### src/rtl/btn_ctrl_pkg.sv
// Shared definitions for the multi-channel button controller:
// per-channel FSM state encoding and default timing constants.
package btn_ctrl_pkg;

  localparam int unsigned DEF_N_BTN    = 4;
  localparam int unsigned DEF_CNT_W    = 25;
  localparam int unsigned DEF_DEBOUNCE = 2500;
  localparam int unsigned DEF_DELAY    = 5000000;
  localparam int unsigned DEF_REPEAT   = 1250000;

  // S_ prefix keeps the state names distinct from the timing parameters.
  typedef enum logic [2:0] {
    S_IDLE     = 3'd0,
    S_DEBOUNCE = 3'd1,
    S_DELAY    = 3'd2,
    S_REPEAT   = 3'd3,
    S_HOLD     = 3'd4
  } btn_state_t;

  // Debounced "button down" level is a pure function of the state entered.
  function automatic logic state_is_held(btn_state_t s);
    return (s == S_DELAY) || (s == S_REPEAT) || (s == S_HOLD);
  endfunction

endpackage

### src/rtl/btn_repeat_channel.sv
// One button channel: debounce, first-press pulse, and optional
// DAS/ARR-style auto-repeat while held. repeat_en is only looked at
// on the debounce exit edge.
module btn_repeat_channel
  import btn_ctrl_pkg::*;
#(
  parameter int unsigned CNT_W    = DEF_CNT_W,
  parameter int unsigned DEBOUNCE = DEF_DEBOUNCE,
  parameter int unsigned DELAY    = DEF_DELAY,
  parameter int unsigned REPEAT   = DEF_REPEAT
) (
  input  logic clk,
  input  logic reset,
  input  logic btn,
  input  logic repeat_en,
  output logic btn_press,
  output logic btn_held
);

  // Reject timing values the counter cannot represent.
  if (DEBOUNCE == 0 || (64'(DEBOUNCE) >> CNT_W) != 64'd0) begin : g_bad_debounce
    $error("btn_repeat_channel: DEBOUNCE must be in 1 .. 2**CNT_W-1");
  end
  if (DELAY == 0 || (64'(DELAY) >> CNT_W) != 64'd0) begin : g_bad_delay
    $error("btn_repeat_channel: DELAY must be in 1 .. 2**CNT_W-1");
  end
  if (REPEAT == 0 || (64'(REPEAT) >> CNT_W) != 64'd0) begin : g_bad_repeat
    $error("btn_repeat_channel: REPEAT must be in 1 .. 2**CNT_W-1");
  end

  localparam logic [CNT_W-1:0] DB_LAST  = CNT_W'(DEBOUNCE - 1);
  localparam logic [CNT_W-1:0] DL_LAST  = CNT_W'(DELAY - 1);
  localparam logic [CNT_W-1:0] RP_LAST  = CNT_W'(REPEAT - 1);
  localparam logic [CNT_W-1:0] CNT_ONE  = CNT_W'(1);

  btn_state_t       state, state_nxt;
  logic [CNT_W-1:0] cnt, cnt_nxt;
  logic             press_nxt;

  // State, counter and registered outputs; synchronous reset.
  always_ff @(posedge clk) begin
    if (reset) begin
      state     <= S_IDLE;
      cnt       <= '0;
      btn_press <= 1'b0;
      btn_held  <= 1'b0;
    end else begin
      state     <= state_nxt;
      cnt       <= cnt_nxt;
      btn_press <= press_nxt;
      btn_held  <= state_is_held(state_nxt);
    end
  end

  // Next-state selection; any low sample outside IDLE releases the channel.
  always_comb begin
    state_nxt = state;
    case (state)
      S_IDLE: begin
        if (btn) state_nxt = S_DEBOUNCE;
      end
      S_DEBOUNCE: begin
        if (!btn)                state_nxt = S_IDLE;
        else if (cnt == DB_LAST) state_nxt = repeat_en ? S_DELAY : S_HOLD;
      end
      S_DELAY: begin
        if (!btn)                state_nxt = S_IDLE;
        else if (cnt == DL_LAST) state_nxt = S_REPEAT;
      end
      S_REPEAT: begin
        if (!btn) state_nxt = S_IDLE;
      end
      S_HOLD: begin
        if (!btn) state_nxt = S_IDLE;
      end
      default: state_nxt = S_IDLE;
    endcase
  end

  // Counter update and pulse generation; counter clears on every terminal count.
  always_comb begin
    cnt_nxt   = '0;
    press_nxt = 1'b0;
    case (state)
      S_DEBOUNCE: begin
        if (btn) begin
          if (cnt == DB_LAST) press_nxt = 1'b1;
          else                cnt_nxt   = cnt + CNT_ONE;
        end
      end
      S_DELAY: begin
        if (btn) begin
          if (cnt == DL_LAST) press_nxt = 1'b1;
          else                cnt_nxt   = cnt + CNT_ONE;
        end
      end
      S_REPEAT: begin
        if (btn) begin
          if (cnt == RP_LAST) press_nxt = 1'b1;
          else                cnt_nxt   = cnt + CNT_ONE;
        end
      end
      default: begin
        cnt_nxt   = '0;
        press_nxt = 1'b0;
      end
    endcase
  end

endmodule

### src/rtl/btn_control_repeat_multi.sv
// N-channel button front end: one btn_repeat_channel per button.
// Optional macro BTN_SYNC_EN inserts a 2-flop synchronizer per input
// (adds exactly 2 cycles to every pulse latency).
module btn_control_repeat_multi
  import btn_ctrl_pkg::*;
#(
  parameter int unsigned N_BTN    = DEF_N_BTN,
  parameter int unsigned CNT_W    = DEF_CNT_W,
  parameter int unsigned DEBOUNCE = DEF_DEBOUNCE,
  parameter int unsigned DELAY    = DEF_DELAY,
  parameter int unsigned REPEAT   = DEF_REPEAT
) (
  input  logic             clk,
  input  logic             reset,
  input  logic [N_BTN-1:0] btn_in,
  input  logic [N_BTN-1:0] repeat_en,
  output logic [N_BTN-1:0] btn_press,
  output logic [N_BTN-1:0] btn_held
);

  logic [N_BTN-1:0] btn_fsm;

`ifdef BTN_SYNC_EN
  logic [N_BTN-1:0] sync_q1, sync_q2;

  // Two-stage synchronizer for the asynchronous button pins.
  always_ff @(posedge clk) begin
    if (reset) begin
      sync_q1 <= '0;
      sync_q2 <= '0;
    end else begin
      sync_q1 <= btn_in;
      sync_q2 <= sync_q1;
    end
  end

  assign btn_fsm = sync_q2;
`else
  assign btn_fsm = btn_in;
`endif

  for (genvar i = 0; i < N_BTN; i++) begin : g_ch
    btn_repeat_channel #(
      .CNT_W    (CNT_W),
      .DEBOUNCE (DEBOUNCE),
      .DELAY    (DELAY),
      .REPEAT   (REPEAT)
    ) u_ch (
      .clk       (clk),
      .reset     (reset),
      .btn       (btn_fsm[i]),
      .repeat_en (repeat_en[i]),
      .btn_press (btn_press[i]),
      .btn_held  (btn_held[i])
    );
  end

endmodule

### config.mk
export PLATFORM = sky130hd
export DESIGN_NAME = btn_control_repeat_multi
export DESIGN_NICKNAME = d
export VERILOG_FILES = /design/src/rtl/btn_ctrl_pkg.sv /design/src/rtl/btn_repeat_channel.sv /design/src/rtl/btn_control_repeat_multi.sv
export SDC_FILE = /design/constraint.sdc
export NUM_CORES = 1
export LEC_CHECK = 0
export ABC_AREA = 0
export ABC_CLOCK_PERIOD_IN_PS = 2600
export BUFFER_PORTS_ARGS = -buffer_cell sky130_fd_sc_hd__buf_2
export CAP_MARGIN = 0
export CORE_MARGIN = 2
export CORE_UTILIZATION = 55
export CTS_BUF_LIST = sky130_fd_sc_hd__clkbuf_8
export DETAILED_ROUTE_END_ITERATION = 8
export PLACE_DENSITY_LB_ADDON = 0.2
export SLEW_MARGIN = 20
export SYNTH_ARGS = -nofsm -noshare
export SYNTH_HDL_FRONTEND = slang
export SYNTH_SLANG_ARGS = --single-unit
export TNS_END_PERCENT = 100
### constraint.sdc
create_clock -name clk -period 2.6 [get_ports clk]
set_input_delay 0.39 -clock clk [delete_from_list [all_inputs] [get_ports clk]]
set_output_delay 0.39 -clock clk [all_outputs]
set_load 0.1 [all_outputs]
==> results of run 1 <==
## power breakdown
part           leakage, nW  internal [mW]  switching, mW
clock network        0.198          0.920          0.760
registers            0.967           1.84        0.00613
logic                0.830         0.0200         0.0367
## repair_timing
item | 4_1_cts | 5_1_grt
hold buffers | 0 | 0
endpoints found under the setup margin | 0 | 26
resized for setup | 0 | 3
## path summary, 6_finish.rpt
path / end / startpoint / cells past startpoint
worst max register to register: g_ch[2].u_ch.cnt[24] / g_ch[2].u_ch.cnt[10] / 6
worst min-delay path: g_ch[3].u_ch.state[1] / repeat_en[3] / 3
worst min register to register: g_ch[3].u_ch.cnt[0] / g_ch[3].u_ch.cnt[0] / 1
worst max-delay path: g_ch[2].u_ch.cnt[24] / g_ch[2].u_ch.cnt[10] / 6
## layer usage
layer / global-route usage (%) / wire (um) / vias to the layer above
met4: 8.720 / 217 / 0
met1: 29.02 / 5591 / 2279
met2: 37.81 / 5762 / 124
met3: 5.410 / 602 / 21
li1: - / - / 2449
met5: 0 / 0 / -
## flip-flops by register name (all words and copies together) (netlist names)
register	count
g_ch.u_ch.cnt	100
g_ch.u_ch.state	12
g_ch.u_ch.btn_held	4
g_ch.u_ch.btn_press	4
## logic make-up after synthesis
family / count (synthesis)
and+or+nand+nor: 385
DFF: 120
xor gates and xnor gates: 92
buffers and inverters: 46
AOI/OAI and AO/OA: 36
adders and majority gates: 4
muxes: 1
## layout by cell type (no fill, tap or decap), types with 3 or more instances in the layout
| cell | n |
|---|---|
| sky130_fd_sc_hd__dfxtp_1 | 120 |
| sky130_fd_sc_hd__and2_1 | 5 |
| sky130_fd_sc_hd__nand2_1 | 44 |
| sky130_fd_sc_hd__clkbuf_8 | 20 |
| sky130_fd_sc_hd__a211oi_1 | 3 |
| sky130_fd_sc_hd__buf_2 | 17 |
| sky130_fd_sc_hd__nand4_1 | 25 |
| sky130_fd_sc_hd__nor3b_1 | 4 |
| sky130_fd_sc_hd__a21oi_1 | 12 |
| sky130_fd_sc_hd__ha_1 | 4 |
| sky130_fd_sc_hd__or2_2 | 3 |
| sky130_fd_sc_hd__and3_1 | 15 |
| sky130_fd_sc_hd__xnor2_1 | 48 |
| sky130_fd_sc_hd__clkinv_2 | 3 |
| sky130_fd_sc_hd__xor2_1 | 44 |
| sky130_fd_sc_hd__nand3_1 | 50 |
| sky130_fd_sc_hd__nor4b_1 | 7 |
| sky130_fd_sc_hd__clkinvlp_4 | 4 |
| sky130_fd_sc_hd__or4_1 | 8 |
| sky130_fd_sc_hd__and4_1 | 12 |
| sky130_fd_sc_hd__buf_4 | 10 |
| sky130_fd_sc_hd__o21ai_0 | 5 |
| sky130_fd_sc_hd__nor2b_1 | 4 |
| sky130_fd_sc_hd__nor3_1 | 61 |
| sky130_fd_sc_hd__or4bb_1 | 3 |
| sky130_fd_sc_hd__inv_1 | 19 |
| sky130_fd_sc_hd__or3b_2 | 7 |
| sky130_fd_sc_hd__nor2_1 | 101 |
| sky130_fd_sc_hd__nor4_1 | 19 |
## stage by stage
stage,instance area (um2),total power [mW],instances,setup WS [ns]
2_1_floorplan,5792,1.927,684,0.07274
3_3_place_gp,5989,1.944,820,0.1674
3_5_place_dp,5989,1.946,820,0.1018
4_1_cts,6391,3.622,852,0.07208
5_1_grt,6409,3.699,852,0.02628
6_report,6409,3.585,852,0.1142
## layout make-up
class | instances | area, um2
Clock buffer | 20 | 275.3
Clock inverter | 12 | 126.4
Fill cell | 906 | 3869
Inverter | 18 | 67.56
Multi-Input combinational cell | 518 | 3187
Sequential cell | 120 | 2402
Tap cell | 136 | 170.2
Timing Repair Buffer | 28 | 180.2
## worst min-delay path: stages
cell and delay, ns:
sky130_fd_sc_hd__buf_2 0.09, sky130_fd_sc_hd__a21oi_1 0.05, sky130_fd_sc_hd__nor2_1 0.07
## cells in the mapped netlist (4+ instances only)
library cell	count
sky130_fd_sc_hd__inv_1	18
sky130_fd_sc_hd__nand4_1	25
sky130_fd_sc_hd__xnor2_1	48
sky130_fd_sc_hd__nor2_1	101
sky130_fd_sc_hd__ha_1	4
sky130_fd_sc_hd__or3b_2	7
sky130_fd_sc_hd__a21oi_1	12
sky130_fd_sc_hd__nor4b_1	7
sky130_fd_sc_hd__nor3b_1	4
sky130_fd_sc_hd__nand3_1	50
sky130_fd_sc_hd__clkbuf_1	14
sky130_fd_sc_hd__nor4_1	20
sky130_fd_sc_hd__nor3_1	61
sky130_fd_sc_hd__and4_1	12
sky130_fd_sc_hd__nand2_1	44
sky130_fd_sc_hd__and2_1	5
sky130_fd_sc_hd__buf_4	8
sky130_fd_sc_hd__nor2b_1	4
sky130_fd_sc_hd__and3_1	15
sky130_fd_sc_hd__xor2_1	44
sky130_fd_sc_hd__o21ai_0	5
sky130_fd_sc_hd__dfxtp_1	120
sky130_fd_sc_hd__or4_1	9
==> results_dict.tcl, run 1 <==
set metrics [dict create \
    outcome "completed" \
    number_of_global_route_vias_before_repair 4603 \
    cap_viol_max_count 0 \
    synth_xor_area_share_pct 13.91 \
    hold_path.class "in -> reg" \
    path_clk_slew_ns 0.08 \
    global_route_wire_length_before_repair_mm 21.14 \
    synth_ff_type "sky130_fd_sc_hd__dfxtp_1" \
    crit_path_cell_trace "or4_4, or4b_4, or4b_4, a21oi_4, buf_12, nor2_1" \
    post_drt_wl_per_cell_um 14.29 \
    design.die.area_um2 11370 \
    synth-seq-area-share_pct 41.48 \
    cpMaxStageDelayCell "sky130_fd_sc_hd__or4b_4" \
    grt_max_degree 29 \
    synth-compound-area-share_pct 4.385 \
    die_w_um 106.6 \
    slew_viol_final 0 \
    fin_worst_hold_slack_ns 0.1898 \
    setup.worst_path.start_class "flip-flop" \
    detail_route.drc_violations 0 \
    global_route.overflow_total 0 \
    layout-area-overhead-vs-synth_pct 10.65 \
    netlist-cell-type-count 53 \
    timing.final.setup_violations 0 \
    critPathBufInv 1 \
    io-pin-count 18 \
    core_um2 10280 \
    timing_hold_violations_final 0 \
    timing.reg2reg.setup_slack_ns 0.11 \
    wire_length_after_detailed_routing_mm 12.17 \
    design.final.nets 717 \
    slew_headroom_pct 50.70 \
    num_rows 37 \
    tritoncts "built" \
    timing.critical_path.required_ns 2.94 \
    largest_family_of_logic_cells_by_synthesized_area "simple AND/OR/NAND/NOR gates" \
    cts_buffer_count 17 \
    number_of_flops_mapped_to_enable_cells_by_yosys 0 \
    cts.sinks 120 \
    critical-path-max-stage-delay_ns 0.56 \
    yosys-mux-area-fraction_pct 0.1944 \
    dr_total_vias 4873 \
    ys_async_sr_fraction_pct 0 \
    yosys.area.top_type "sky130_fd_sc_hd__dfxtp_1" \
    finClkSkew_ns 0.01281 \
    clock_tree.htree_level_count 4 \
    syn_nets 698 \
    critical_path.max_fanout 25 \
    ys.warnings.count 0 \
    p_per_area_nw_per_um2 559.4 \
    clockBufferDepth 2 \
    vias_per_cell 5.719 \
    groute.usage.overall_pct 22.87 \
    die_h_um 106.6 \
    worst_path_most_repeated_cell "sky130_fd_sc_hd__or4b_4" \
    power_leakage_nw 1.995 \
    setup-tns-final_ns 0 \
    antenna_left 0 \
    timing.setup.critical_path_class "reg -> reg" \
    postCtsSetupBuffers 0 \
    syn-instance-count 684 \
    worst_setup_path_end_kind "flip-flop" \
    worst_slew_pin_slew_ns 0.7327 \
    postSynthAreaPerCell_um2 8.468 \
    root_buffer "sky130_fd_sc_hd__clkbuf_8" \
    max_clock_freq_mhz 402.3 \
    diodes 0 \
    setup_repair_after_global_routing_missed_its_margin "false" \
    finalCritPeriodShare_pct 95.61 \
    port-buffer-count 17 \
    layout-drive-gt1-share_pct 11.03 \
    number_of_violations_reported_at_the_end_of_detailed_routing_iteration_0 243 \
    final_util_pct 62.36 \
    synth.area.top_cells "sky130_fd_sc_hd__dfxtp_1, sky130_fd_sc_hd__xnor2_1, sky130_fd_sc_hd__xor2_1, sky130_fd_sc_hd__nor2_1, sky130_fd_sc_hd__nor3_1" \
    detail_route.first_pass.iterations 4 \
    synthAdderAreaFrac_pct 0.8641 \
    worst_ep_arrival_time_ns 2.83 \
    synth.cell_area_um2 5792 \
    simple_gate_fraction_of_synth_area_pct 35.36 \
    gp_congestion 0.8596 \
    crit_family "simple AND/OR/NAND/NOR gates" \
    post-route-min-period_ns 2.486 \
    grt_antenna_before_repair 0 \
    total_of_flip_flops_plus_latches_after_synthesis 120 \
    vdd_ir_drop_max_v 0.0003301 \
    initial_core_util_pct 56.36 \
    synth_top_area_share_pct 41.48 \
    hpwl_mm 8.469 \
    insertion_delay_ns 0.45 \
]
Power figures use the tool's default switching activity.
==> run 2, diff against run 1 <==
--- a/config.mk
+++ b/config.mk
@@ -9,6 +9,7 @@
 export ABC_CLOCK_PERIOD_IN_PS = 2600
 export BUFFER_PORTS_ARGS = -buffer_cell sky130_fd_sc_hd__buf_2
 export CAP_MARGIN = 0
+export CORE_ASPECT_RATIO = 1.5
 export CORE_MARGIN = 2
 export CORE_UTILIZATION = 55
 export CTS_BUF_LIST = sky130_fd_sc_hd__clkbuf_8
==> results_dict.tcl, run 2 (synthesis results as in run 1) <==
set metrics [dict create \
    gp_congestion 0.9050 \
    design.final.nets 719 \
    insertion_delay_ns 0.43 \
    crit_path_start "g_ch[2].u_ch.cnt[12]" \
    die_w_um 87.79 \
    finish.cell_count_without_fillers 856 \
    timing.hold.worst.start "repeat_en[0]" \
    slew_headroom_pct 50.23 \
    fin_worst_hold_slack_ns 0.2092 \
    design.die.area_um2 11380 \
    combinationalPowerShare_pct 1.8 \
    timing.critical_path.required_ns 2.92 \
    slew_viol_final 0 \
    internal-power_mw 2.588 \
    hpwl_mm 8.804 \
    antenna_left 0 \
    die_h_um 129.7 \
    layout-drive-gt1-share_pct 10.49 \
    clockBufferDepth 2 \
    setup.worst_path.start_class "flip-flop" \
    layout.cells.most_common_list "sky130_fd_sc_hd__dfxtp_1, sky130_fd_sc_hd__nor2_1, sky130_fd_sc_hd__nor3_1, sky130_fd_sc_hd__nand3_1, sky130_fd_sc_hd__xnor2_1" \
    p_per_area_nw_per_um2 518.9 \
    cts.sinks 120 \
    p_switching_mw 0.7119 \
    layout-area-overhead-vs-synth_pct 9.808 \
    hold_path.class "in -> reg" \
    setup_repair_after_global_routing_missed_its_margin "true" \
    cts_buffer_count 17 \
    power.switching_fraction_pct 21.57 \
    detail_route.first_pass.iterations 5 \
    finalCritPeriodShare_pct 98.85 \
    io-pin-count 18 \
    critical_path.max_fanout 10 \
    clock_tree.htree_level_count 4 \
    top_register "g_ch.u_ch.cnt" \
    number_of_violations_reported_at_the_end_of_detailed_routing_iteration_0 200 \
    root_buffer "sky130_fd_sc_hd__clkbuf_8" \
    num_rows 45 \
    rr_startpoint "g_ch[2].u_ch.cnt[12]" \
    timing.setup.critical_path_class "reg -> reg" \
    detail_route.drc_violations 0 \
    worst_setup_path_end_kind "flip-flop" \
    tritoncts "built" \
    largest_register_ff_count 100 \
    grt_max_degree 29 \
    grt_antenna_before_repair 0 \
    worst_ep_arrival_time_ns 2.89 \
    worst_slew_pin_slew_ns 0.7397 \
    outcome "completed" \
    global_route_wire_length_before_repair_mm 21.89 \
    vdd_ir_drop_max_v 0.0003797 \
    diodes 0 \
    power_frac_clock_pct 42.1 \
    post-route-min-period_ns 2.570 \
    place_inst 826 \
    post_drt_wl_per_cell_um 14.62 \
    dr_total_vias 4936 \
    cap_viol_max_count 0 \
    wire_length_after_detailed_routing_mm 12.51 \
    timing_hold_violations_final 0 \
    path_clk_slew_ns 0.07 \
    port-buffer-count 17 \
    post-layout-total-power_mw 3.300 \
    global_route.overflow_total 0 \
    setup-tns-final_ns 0 \
    largest_registers_ranked_by_flip_flop_count "g_ch.u_ch.cnt: 100 flops, g_ch.u_ch.state: 12 flops" \
    number_of_global_route_vias_before_repair 4872 \
    timing.final.setup_violations 0 \
    power_leakage_nw 2.000 \
    finClkSkew_ns 0.01615 \
    core_um2 10190 \
    power.share.sequential_pct 56.0 \
    vias_per_cell 5.766 \
    max_clock_freq_mhz 389.1 \
    final_common_cell "sky130_fd_sc_hd__dfxtp_1" \
    initial_core_util_pct 56.83 \
    fillCellCount 922 \
    groute.usage.overall_pct 23.92 \
]
-- run 2: power by group through the flow --
stage	Clock (mW)	Combinational [mW]	Sequential (mW)
floorplan	0	0.0385	1.89
global route	1.51	0.0665	1.85
global placement	0	0.0548	1.89
finish	1.39	0.0600	1.85
CTS	1.43	0.0571	1.85
detailed placement	0	0.0571	1.89
-- run 2: worst paths after layout --
check | end | slack, ns | depth (start not counted)
worst max-delay path | g_ch[2].u_ch.cnt[10] | 0.03 | 6
worst min-delay path | g_ch[0].u_ch.state[1] | 0.21 | 3
worst max register to register | g_ch[2].u_ch.cnt[10] | 0.03 | 6
worst min register to register | g_ch[3].u_ch.cnt[0] | 0.45 | 1
-- run 2: routing by layer --
metal	wire [um]	global-route usage, %
met1	5332	27.31
met5	0	0
met2	6532	42.25
met4	195	9.593
met3	451	5.796
-- run 2: area by class of cell --
cell class	count	area, um2	share of cell area (%)
Clock buffer	21	289.0	4.545
Clock inverter	8	35.03	0.5509
Timing Repair Buffer	30	211.5	3.325
Inverter	18	67.56	1.062
Sequential cell	120	2404	37.79
Tap cell	141	176.4	2.774
Multi-Input combinational cell	518	3177	49.95
-- run 2: what timing repair did --
action / 4_1_cts / 5_1_grt
endpoints found under the setup margin: 0 / 17
setup buffers: 0 / 0
resized for setup: 0 / 6
hold buffers: 0 / 0
-- run 2: critical path, stage by stage (launching register included) --
cell                      delay, ns
sky130_fd_sc_hd__dfxtp_2       0.34
sky130_fd_sc_hd__or4_4         0.54
sky130_fd_sc_hd__or4b_4        0.55
sky130_fd_sc_hd__or4b_4        0.52
sky130_fd_sc_hd__a21oi_4       0.26
sky130_fd_sc_hd__buf_6         0.18
sky130_fd_sc_hd__nor2_1        0.07
-- run 2: stage by stage --
| stage | setup WS [ns] | instance area [um2] | utilization (%) |
|---|---|---|---|
| 3_5_place_dp | 0.04749 | 5991 | 58.78 |
| 5_1_grt | -0.01099 | 6360 | 62.41 |
| 2_1_floorplan | 0.07274 | 5792 | - |
| 4_1_cts | 0.03491 | 6315 | 61.96 |
| 3_3_place_gp | 0.1218 | 5991 | 58.78 |
| 6_report | 0.02996 | 6360 | 62.41 |
